<file path="src/rtl/pipe_pkg.sv">
// Shared definitions for the generic inter-stage pipeline register.
// Occupancy encodings double as the skid controller's state values.
package pipe_pkg;

    localparam logic [1:0] OCC_EMPTY = 2'd0;
    localparam logic [1:0] OCC_ONE   = 2'd1;
    localparam logic [1:0] OCC_FULL  = 2'd2;

    // Execute-stage NOP encoding; used to build the bubble payload.
    localparam logic [7:0] NOP_ALUOP = 8'h11;

endpackage

</file>
<file path="src/rtl/pipe_skid_ctrl.sv">
// EMPTY/ONE/FULL controller for the two-entry skid buffer.
// The state register is the occupancy count, so it is exported directly.
module pipe_skid_ctrl
    import pipe_pkg::*;
(
    input  logic       clk,
    input  logic       rst,
    input  logic       flush,
    input  logic       in_valid,
    input  logic       out_ready,
    output logic       in_ready,
    output logic       out_valid,
    output logic       load_main,
    output logic       load_skid,
    output logic       main_from_skid,
    output logic [1:0] occupancy
);

    logic [1:0] state_q, state_d;
    logic       in_ready_q, in_ready_d;
    logic       accept;
    logic       consume;

    assign out_valid = (state_q != OCC_EMPTY);
    assign in_ready  = in_ready_q;
    assign occupancy = state_q;
    assign accept    = in_valid & in_ready_q & ~flush;
    assign consume   = out_valid & out_ready;

    always_comb begin
        state_d        = state_q;
        load_main      = 1'b0;
        load_skid      = 1'b0;
        main_from_skid = 1'b0;
        if (flush) begin
            state_d = OCC_EMPTY;
        end else begin
            case (state_q)
                OCC_EMPTY: begin
                    if (accept) begin
                        state_d   = OCC_ONE;
                        load_main = 1'b1;
                    end
                end
                OCC_ONE: begin
                    if (accept && consume) begin
                        load_main = 1'b1;
                    end else if (accept) begin
                        state_d   = OCC_FULL;
                        load_skid = 1'b1;
                    end else if (consume) begin
                        state_d = OCC_EMPTY;
                    end
                end
                OCC_FULL: begin
                    if (consume) begin
                        state_d        = OCC_ONE;
                        main_from_skid = 1'b1;
                    end
                end
                default: state_d = OCC_EMPTY;
            endcase
        end
        // Ready is computed from next state so it can come straight off a flop.
        in_ready_d = (state_d != OCC_FULL);
    end

    always_ff @(posedge clk) begin
        if (rst) begin
            state_q    <= OCC_EMPTY;
            in_ready_q <= 1'b1;
        end else begin
            state_q    <= state_d;
            in_ready_q <= in_ready_d;
        end
    end

endmodule

</file>
<file path="src/rtl/pipe_skid_reg.sv">
// Generic pipeline stage register carrying an opaque payload with valid/ready,
// optional skid buffer (registered in_ready) and a flush that injects BUBBLE.
module pipe_skid_reg
    import pipe_pkg::*;
#(
    parameter int unsigned    DW     = 32,
    parameter logic [DW-1:0]  BUBBLE = '0,
    parameter bit             SKID   = 1'b1
) (
    input  logic          clk,
    input  logic          rst,
    input  logic          flush,
    input  logic          in_valid,
    output logic          in_ready,
    input  logic [DW-1:0] in_data,
    output logic          out_valid,
    input  logic          out_ready,
    output logic [DW-1:0] out_data,
    output logic [1:0]    occupancy
);

    logic [DW-1:0] main_q, main_d;
    logic [DW-1:0] skid_q, skid_d;
    logic          load_main;
    logic          load_skid;
    logic          main_from_skid;

    if (SKID) begin : g_skid
        pipe_skid_ctrl u_ctrl (
            .clk            (clk),
            .rst            (rst),
            .flush          (flush),
            .in_valid       (in_valid),
            .out_ready      (out_ready),
            .in_ready       (in_ready),
            .out_valid      (out_valid),
            .load_main      (load_main),
            .load_skid      (load_skid),
            .main_from_skid (main_from_skid),
            .occupancy      (occupancy)
        );
    end else begin : g_single
        logic main_v_q;
        logic accept;

        assign in_ready       = ~main_v_q | out_ready;
        assign accept         = in_valid & in_ready & ~flush;
        assign load_main      = accept;
        assign load_skid      = 1'b0;
        assign main_from_skid = 1'b0;
        assign out_valid      = main_v_q;
        assign occupancy      = {1'b0, main_v_q};

        always_ff @(posedge clk) begin
            if (rst || flush) begin
                main_v_q <= 1'b0;
            end else if (accept) begin
                main_v_q <= 1'b1;
            end else if (out_ready) begin
                main_v_q <= 1'b0;
            end
        end
    end

    always_comb begin
        main_d = main_q;
        skid_d = skid_q;
        if (flush) begin
            main_d = BUBBLE;
            skid_d = BUBBLE;
        end else begin
            if (load_main) begin
                main_d = in_data;
            end else if (main_from_skid) begin
                main_d = skid_q;
            end
            if (load_skid) begin
                skid_d = in_data;
            end
        end
    end

    always_ff @(posedge clk) begin
        if (rst) begin
            main_q <= BUBBLE;
            skid_q <= BUBBLE;
        end else begin
            main_q <= main_d;
            skid_q <= skid_d;
        end
    end

    assign out_data = out_valid ? main_q : BUBBLE;

endmodule
</file>
<file path="config.mk">
export PLATFORM = sky130hd
export DESIGN_NAME = pipe_skid_reg
export DESIGN_NICKNAME = d
export VERILOG_FILES = /design/src/rtl/pipe_pkg.sv /design/src/rtl/pipe_skid_ctrl.sv /design/src/rtl/pipe_skid_reg.sv
export SDC_FILE = /design/constraint.sdc
export NUM_CORES = 1
export LEC_CHECK = 0
export BUFFER_PORTS_ARGS = -buffer_cell sky130_fd_sc_hd__buf_2
export CORE_UTILIZATION = 40
export DETAILED_ROUTE_END_ITERATION = 7
export HOLD_SLACK_MARGIN = 0.1
export PLACE_DENSITY = 0.6
export SYNTH_ARGS = -nofsm -noshare
export SYNTH_HDL_FRONTEND = slang
export SYNTH_SLANG_ARGS = --single-unit
</file>
<file path="constraint.sdc">
create_clock -name clk -period 2 [get_ports clk]
set_input_delay 0.2 -clock clk [delete_from_list [all_inputs] [get_ports clk]]
set_output_delay 0.2 -clock clk [all_outputs]
set_load 0.01 [all_outputs]
</file>
==> results.txt <==
Outcome - complete, no violations
Total CTS buffers - 9
Routed vias - 2810
CTS tree - done
Largest net degree at the start of global routing - 49
Slew Viols, Final - 0
FF-to-FF path depth - 5
IO Count - 73
Synth Warn # - 0
Syn_area_per_cell - 7.60 sq um
Mapped Area - 2860 sq um
Fin nets - 494
Buffers plus inverters on the worst setup path - 2
Crit-path leading delay family - simple AND/OR/NAND/NOR gates
Least-Margin Pin Slew - 0.422 ns
Crit-path max FO - 14
Initial core utilization - 41.8%
Multi-input gate area - 1360 sq um
DP Cell Count - 527
Top cells by area, synth - dfxtp_1 (47%), nand2_1 (17%), a31oi_1 (7.0%)
Critical path startpoint category - flip-flop
Fin crit period - 1.82 ns
RSZ-0062 raised after global routing - no
CP startpoint - g_skid.u_ctrl.occupancy[1]
Crit path DAT - 1.62 ns
Die Wd - 86.5 um
Critical Path RT - 1.80 ns
Vias in the first global route - 2541
Max IR drop VDD - 0.342 mV
Diode count - 0
Core Util, Final - 54.0%
Routed met1 length - 3.48 mm
Crit path kind - reg2out
Power Density - 739 nW/um^2
Gate Count Post-Synth - 376
Die footprint - 7490 sq um
Type of the tightest min-delay check - in2reg
Seq cells post-synth - 67
Met3 routed WL - 437 um
Area growth from synthesis to layout - 29.1%
CTS clk-pin slew, worst paths - 0.08 ns
Hold depth - 3
Share of the synthesized area in the top cell type - 46.9%
IO Port Bufs - 72
Slowest cell on the critical path - dfxtp_1
Placed inst area - 3330 sq um
Num rows - 30
Leak pwr - 0.00135 uW
Fmax - 548 MHz
Final Non-Filler Cells - 558
Via density - 5.04
Post-route cell area - 3690 sq um
Max cap viols - 0
Clock Skew - 0.00731 ns
Syn_nets - 413
Postcts setup bufs - 0
Worst reg2reg path endpoint - main_q[7]
Highest cell delay on the worst timing path - 0.41 ns
Hpwl dp - 4.51 mm
Final setup fails - 0
Hold Worst Slack - 0.112 ns
Clock Path Buffers - 2
Final global-route overflow total - 0
Critical Path Sink Type - output pin
Clk sinks - 67
H-Tree Level Count - 3
FF-to-FF Start - g_skid.u_ctrl.occupancy[1]
Final hold violation count - 0
Met2 WL - 3.39 mm
Fillers - 684
First-pass GRT wire length - 11.9 mm
Final antenna-violating net count - 0
Clk Latency, worst-skew pair - 0.34 ns
Drt drc - 0
Total core area - 6830 sq um
Clk root buf - clkbuf_8
Layout cells sized above 1 - 23.6%
Hold Path End - skid_q[16]
CP Cell Sequence - nor2_2, buf_4, nor2b_1, buf_2
Cell variety after synth - 24
Top cell type by total area after synthesis - dfxtp_1
Sequential element share of the synthesized area - 46.9%
R2R setup slack - 0.31 ns
Final critical-path share of the clock period - 91.2%
GRT Total Usage - 20.4%
Drt first pass iters - 4
Initial DRC Count - 151
Slew margin rel. - 71.8%
Die height - 86.5 um
RePlAce Congestion - 0.750
Sum Neg Setup Slack - 0 ns
Register area - 1340 sq um
Min-delay src - in_data[16]
Final wirelength - 7.36 mm
Routed len/inst - 13.2 um
Top Metal Used - met4
Initial antenna violation count - 0
## cells in the final DEF (no fill, tap or decap), types with 2 or more instances in the layout
| cell type | count |
|---|---|
| nand2_1 | 131 |
| buf_2 | 72 |
| dfxtp_1 | 67 |
| a21oi_1 | 34 |
| nor2b_1 | 32 |
| a31oi_1 | 32 |
| o21ai_1 | 30 |
| dlygate4sd3_1 | 14 |
| buf_4 | 11 |
| clkbuf_8 | 9 |
| o21ai_0 | 3 |
| clkinv_4 | 3 |
| buf_12 | 3 |
| nor2_2 | 2 |
| nor2_1 | 2 |
| clkinv_2 | 2 |
## kinds of logic after synthesis
| logic type | after synthesis | synth area share (%) |
|---|---|---|
| flops | 67 | 46.9 |
| simple gates | 175 | 27.3 |
| buf+inv | 32 | 6.26 |
| compound gates | 102 | 19.6 |
## metrics by stage
stage               power [uW]  setup slack (ns)
detailed placement        1620             0.262
global route              2850            0.0779
finish                    2730             0.176
floorplan                 1530             0.439
global placement          1620             0.276
CTS                       2730            0.0948
## how the worst max path moves through the flow
stage / to / slack (ns) / cells after the start
6_report: out_data[4] / 0.18 / 4
5_1_grt: out_data[9] / 0.08 / 4
4_1_cts: main_q[5] / 0.09 / 7
3_5_place_dp: main_q[5] / 0.26 / 6
3_3_place_gp: main_q[6] / 0.28 / 6
2_1_floorplan: main_q[15] / 0.44 / 6
## Yosys cell counts
master    number
buf_2          8
or3b_1         1
nand2b_1       1
or4_1          1
nand2_1      131
a31oi_1       32
or4b_1         1
a21oi_1       34
dfxtp_1       67
o21ai_0        3
nor3b_2        1
or2_2          1
o21bai_1       1
buf_4          1
a211o_1        1
nor2_1         4
o21ai_1       30
clkbuf_1      16
nor4_2         1
nor2b_1       32
inv_1          1
nand2b_2       1
buf_6          6
a211oi_1       1
## power breakdown
group          switching, uW  total [uW]  internal (uW)
clock                    528        1110            578
sequential              13.3        1370           1360
combinational            135         246            111
total                    676        2730           2050
## state kept, by name, summed over array words and instances, names as in the netlist
name	flops
main_q	32
skid_q	32
g_skid.u_ctrl.occupancy	2
g_skid.u_ctrl.in_ready	1
## layout make-up
| cell class | instances | area share [%] |
|---|---|---|
| flip-flops and latches | 67 | 36.4 |
| multi-input cells | 277 | 36.9 |
| repair buffers | 101 | 18.1 |
| inverters | 1 | 0.102 |
| clock inverters | 6 | 1.80 |
| well taps | 96 | 3.26 |
| clock buffers | 10 | 3.46 |
## metal layers
layer / global-route usage [%] / vias to the layer above
met3: 4.86 / 4
met5: 0 / -
met4: 7.27 / 0
met1: 27.8 / 1303
met2: 31.7 / 87
li1: - / 1416
## what timing repair did
item,4_1_cts,5_1_grt
setup endpoints to repair,0,1
gates resized for setup,0,1
hold buffers,11,3
hold endpoints to repair,11,3
## worst register-to-register path, stage by stage, from the launching register on
cell      delay, ns
dfxtp_1        0.53
nand2b_1       0.22
or3b_1         0.43
buf_4          0.22
nand2_1        0.09
a31oi_1        0.09
(Power assumes the default switching activity.)
